===== src/rtl/imm_decode_ctrl.sv =====
// Decode-stage controller for ImmGen: valid/ready intake, opcode -> immSel decode,
// one pipeline register for immIn/immSel, halt on illegal opcode. Optional: ID_PERF_CNT_EN.
module imm_decode_ctrl #(
`ifdef ID_PERF_CNT_EN
    parameter int CNT_WIDTH     = 16,
`endif
    parameter int INST_LENGTH   = 32,
    parameter int OPCODE_LENGTH = 7,
    parameter int IMMIN_LENGTH  = INST_LENGTH - OPCODE_LENGTH
) (
    input  logic                    clk,
    input  logic                    rst,
    input  logic [INST_LENGTH-1:0]  inst_in,
    input  logic                    inst_valid,
    output logic                    inst_ready,
    input  logic                    flush,
    input  logic                    resume,
    output logic [IMMIN_LENGTH-1:0] immIn,
    output logic [2:0]              immSel,
    output logic                    dec_valid,
    input  logic                    dec_ready,
    output logic                    illegal,
    output logic                    halted
`ifdef ID_PERF_CNT_EN
    ,
    output logic [CNT_WIDTH-1:0]    perf_dec_cnt
`endif
);

    typedef enum logic {
        S_RUN  = 1'b0,
        S_HALT = 1'b1
    } state_e;

    localparam logic [OPCODE_LENGTH-1:0] OP_R     = 7'b0110011;
    localparam logic [OPCODE_LENGTH-1:0] OP_I_ALU = 7'b0010011;
    localparam logic [OPCODE_LENGTH-1:0] OP_I_LD  = 7'b0000011;
    localparam logic [OPCODE_LENGTH-1:0] OP_B     = 7'b1100011;
    localparam logic [OPCODE_LENGTH-1:0] OP_S     = 7'b0100011;
    localparam logic [OPCODE_LENGTH-1:0] OP_LUI   = 7'b0110111;
    localparam logic [OPCODE_LENGTH-1:0] OP_AUIPC = 7'b0010111;
    localparam logic [OPCODE_LENGTH-1:0] OP_JAL   = 7'b1101111;
    localparam logic [OPCODE_LENGTH-1:0] OP_JALR  = 7'b1100111;

    state_e                  state_q, state_d;
    logic                    dec_valid_q, dec_valid_d;
    logic [IMMIN_LENGTH-1:0] imm_in_q, imm_in_d;
    logic [2:0]              imm_sel_q, imm_sel_d;
    logic                    illegal_q, illegal_d;

    logic       accept;
    logic       consume;
    logic       op_legal;
    logic [2:0] op_sel;

    // NOTE: every signal written in always_comb gets a default first; a missing
    // branch assignment would otherwise infer a latch.
    always_comb begin
        op_legal = 1'b1;
        op_sel   = 3'b000;
        case (inst_in[OPCODE_LENGTH-1:0])
            OP_R:              op_sel = 3'b000;
            OP_I_ALU, OP_I_LD: op_sel = 3'b001;
            OP_B:              op_sel = 3'b010;
            OP_S:              op_sel = 3'b011;
            OP_LUI:            op_sel = 3'b100;
            OP_AUIPC:          op_sel = 3'b101;
            OP_JAL:            op_sel = 3'b110;
            OP_JALR:           op_sel = 3'b111;
            default:           op_legal = 1'b0;
        endcase
    end

    assign inst_ready = (state_q == S_RUN) && (!dec_valid_q || dec_ready);
    assign accept     = inst_valid && inst_ready;
    assign consume    = dec_valid_q && dec_ready;

    // flush outranks accept and consume; an illegal accept keeps the old immIn/immSel.
    always_comb begin
        state_d     = state_q;
        dec_valid_d = dec_valid_q;
        imm_in_d    = imm_in_q;
        imm_sel_d   = imm_sel_q;
        illegal_d   = 1'b0;

        if (flush) begin
            dec_valid_d = 1'b0;
        end else if (accept && op_legal) begin
            dec_valid_d = 1'b1;
            imm_in_d    = inst_in[INST_LENGTH-1:OPCODE_LENGTH];
            imm_sel_d   = op_sel;
        end else if (accept) begin
            dec_valid_d = 1'b0;
            illegal_d   = 1'b1;
            state_d     = S_HALT;
        end else if (consume) begin
            dec_valid_d = 1'b0;
        end

        if (state_q == S_HALT && resume) begin
            state_d = S_RUN;
        end
    end

    // NOTE: sequential state uses non-blocking assignments so every flop samples
    // the pre-edge value of its peers.
    always_ff @(posedge clk) begin
        if (rst) begin
            state_q     <= S_RUN;
            dec_valid_q <= 1'b0;
            imm_in_q    <= '0;
            imm_sel_q   <= 3'b000;
            illegal_q   <= 1'b0;
        end else begin
            state_q     <= state_d;
            dec_valid_q <= dec_valid_d;
            imm_in_q    <= imm_in_d;
            imm_sel_q   <= imm_sel_d;
            illegal_q   <= illegal_d;
        end
    end

    assign immIn     = imm_in_q;
    assign immSel    = imm_sel_q;
    assign dec_valid = dec_valid_q;
    assign illegal   = illegal_q;
    assign halted    = (state_q == S_HALT);

`ifdef ID_PERF_CNT_EN
    logic [CNT_WIDTH-1:0] perf_cnt_q, perf_cnt_d;

    // Counts legal loads only; wraps naturally at 2^CNT_WIDTH.
    always_comb begin
        perf_cnt_d = perf_cnt_q;
        if (accept && op_legal && !flush) begin
            perf_cnt_d = perf_cnt_q + 1'b1;
        end
    end

    always_ff @(posedge clk) begin
        if (rst) begin
            perf_cnt_q <= '0;
        end else begin
            perf_cnt_q <= perf_cnt_d;
        end
    end

    assign perf_dec_cnt = perf_cnt_q;
`endif

endmodule


===== config.mk =====
export PLATFORM = sky130hd
export DESIGN_NAME = imm_decode_ctrl
export DESIGN_NICKNAME = d
export VERILOG_FILES = /design/src/rtl/imm_decode_ctrl.sv
export SDC_FILE = /design/constraint.sdc
export NUM_CORES = 1
export LEC_CHECK = 0
export ABC_AREA = 0
export CORE_ASPECT_RATIO = 0.75
export CORE_UTILIZATION = 30
export DETAILED_ROUTE_END_ITERATION = 8
export PLACE_DENSITY = 0.66
export RECOVER_POWER = 25
export REMOVE_ABC_BUFFERS = 1
export SYNTH_ARGS = -nofsm -noshare
export SYNTH_HDL_FRONTEND = slang
export SYNTH_SLANG_ARGS = --single-unit

===== constraint.sdc =====
create_clock -name clk -period 1.9 [get_ports clk]
set_input_delay 0.285 -clock clk [delete_from_list [all_inputs] [get_ports clk]]
set_output_delay 0.285 -clock clk [all_outputs]
set_load 0.01 [all_outputs]

==> metrics.yaml <==
worstMarginPinSlew_ps: 300
hold_class: "flop to flop"
fmax_mhz: 582
ctsRootBufferMaster: "clkbuf_8"
critPathArrivalTime_ps: 1930
synth_cell_type_count: 33
yosysWarnings: 0
ctsHtreeMaxLevel: 2
p_leak_nw: 0.889
final.min_clock_period_ps: 1720
clk_pin_slew_ps: 60
grt_pass1_vias: 1514
final_common_cell: "clkdlybuf4s50_1"
die_y_um: 65.8
cts.sinks: 31
cts_buffer_depth: 2
fin_ws_ps: 181
synthCells: 165
synth-seq-cells: 31
drtIter0Drc: 45
grtUsageTotal: 0.168
grt_max_degree: 22
row_count: 22
nets: 284
outcome: "completed"
die-area_mm2: 0.00573
synth_seq_area_share: 0.381
r2r_start: "dec_valid"
syn_area_per_cell_um2: 9.87
crit_path_end: "immSel[0]"
postCtsSetupBuffers: 0
io_buffers: 69
grt_overflow: 0
gp_congestion: 0.802
clk_latency_ps: 280
start_util: 0.322
dp_hpwl_mm: 3.24
yosys.area.top_type_share: 0.381
synthToLayoutAreaGrowth_pct: 60.0
startpoint_type: "input pin"
final_max_slew_viol_count: 0
cts_buffers: 5
holdBufCountCts: 0
reg2reg_slack_ps: 310
startpoint: "dec_ready"
place_inst: 311
fillers: 509
cts_tree: "done"
ir_worst_vdd_mv: 0.208
finClkSkew_ps: 3.82
cts_resized: 1
viasPerCell: 5.13
grt_pass1_wl_mm: 7.38
wirelength_mm: 4.53
detail-route-antenna-nets: 0
grt_setup_unrepaired: "no"
drv.max_cap_violation_count: 0
power.total_mw: 1.45
pin_count: 70
hold_violations: 0
yosys.area.top_type: "dfxtp_1"
period_share: 0.905
slew_headroom: 0.798
antenna_found_initial: 0
diodes: 0
rr_endpoint: "immSel[0]"
worstSetupEndpointType: "flop"
cp_max_fo: 19
core_mm2: 0.00506
reg2reg_depth: 5
synthTopCellsByArea: "dfxtp_1, o31ai_2, o211ai_1"
dr.pass1.iters: 4
die_x_um: 87.1
syn_area_mm2: 0.00163
routed-via-count: 1630
setup-violations-final: 0
pre_cts_slack_ps: -119
crit_type: "input pin to flop"
p_per_area_mw_per_mm2: 556
post-route-drc-count: 0
drive_gt1_frac: 0.244
instances_no_fill: 318
required_ps: 2110
wl_per_cell_um: 14.2
final_cell_mix: "clkdlybuf4s50_1, dfxtp_1, a21oi_1"
==> metrics by stage <==
step / area [um^2] / TNS, ps / hold slack (ps) / utilization
6_report: 2610 / 0 / 472 / 0.515
2_1_floorplan: 1510 / 0 / 354 / -
5_1_grt: 2610 / 0 / 489 / 0.515
3_3_place_gp: 2520 / -1290 / 461 / 0.498
4_1_cts: 2610 / 0 / 479 / 0.515
3_5_place_dp: 2520 / -1910 / 466 / 0.498
==> worst min path at each step <==
stage               from         to  slack, ps  cells past startpoint
2_1_floorplan        rst  dec_valid        350                      1
3_3_place_gp   immIn[14]  immIn[14]        460                      2
3_5_place_dp    immIn[8]   immIn[8]        470                      2
4_1_cts        immIn[11]  immIn[11]        480                      2
5_1_grt        immIn[18]  immIn[18]        490                      2
6_report       immIn[11]  immIn[11]        470                      2
==> cell type report <==
type | count | area, um^2 | share of cell area
multi-input cells | 113 | 881 | 0.338
repair buffers | 93 | 920 | 0.353
inverters | 2 | 7.51 | 0.00288
clock buffers | 6 | 82.6 | 0.0317
well taps | 72 | 90.1 | 0.0346
flip-flops and latches | 31 | 621 | 0.238
clock inverters | 1 | 5.00 | 0.00192
==> logic make-up (layout without fill, tap and decap cells) <==
logic type,count (synthesis),count (layout),synth area share
buffers and inverters,21,102,0.0783
AO/OA/AOI/OAI,89,89,0.424
multiplexers,2,2,0.0131
flip-flops,31,31,0.381
AND/OR/NAND/NOR,22,22,0.104
==> Yosys cell counts <==
| cell type | number |
|---|---|
| nor4_4 | 1 |
| nor2_1 | 4 |
| o211ai_1 | 25 |
| nor3b_1 | 1 |
| mux2_2 | 1 |
| buf_2 | 9 |
| o32ai_1 | 1 |
| nor2b_1 | 1 |
| o21ai_0 | 1 |
| buf_4 | 2 |
| nor3_1 | 1 |
| o21ai_1 | 1 |
| nand2b_4 | 1 |
| nor2b_4 | 1 |
| or2_2 | 1 |
| a21o_1 | 1 |
| a21oi_1 | 29 |
| a21oi_2 | 1 |
| o31ai_1 | 8 |
| nor3_2 | 1 |
| o21bai_2 | 1 |
| nand2_1 | 4 |
| inv_1 | 2 |
| buf_6 | 4 |
| a21boi_0 | 1 |
| nand2b_1 | 4 |
| mux2i_1 | 1 |
| o31ai_2 | 19 |
| clkbuf_1 | 4 |
| o22ai_1 | 1 |
| or4_4 | 1 |
| nor3b_4 | 1 |
| dfxtp_1 | 31 |
==> critical path, stage by stage <==
cell,delay (ps)
clkdlybuf4s50_1,500
nor2b_4,50
or4_4,540
buf_12,180
nor3_2,160
mux2i_1,210
==> flip-flops by register name, summed over array words and instances, names as in the netlist <==
| register | flops |
|---|---|
| immIn | 25 |
| illegal | 1 |
| dec_valid | 1 |
| immSel | 3 |
| halted | 1 |
==> where the power goes <==
group / internal, mW / switching [mW] / total, mW / leakage (nW)
Combinational: 0.142 / 0.122 / 0.264 / 0.592
Clock: 0.284 / 0.241 / 0.524 / 0.0470
Sequential: 0.657 / 0.00440 / 0.662 / 0.250
==> layer usage <==
layer / wire length [um] / vias up / track usage
met5: 0 / - / 0
met4: 58 / 0 / 0.0615
met3: 338 / 8 / 0.0487
met2: 1930 / 61 / 0.240
met1: 2210 / 770 / 0.237
li1: - / 791 / -
No activity file was read; power rests on OpenSTA's default activity.
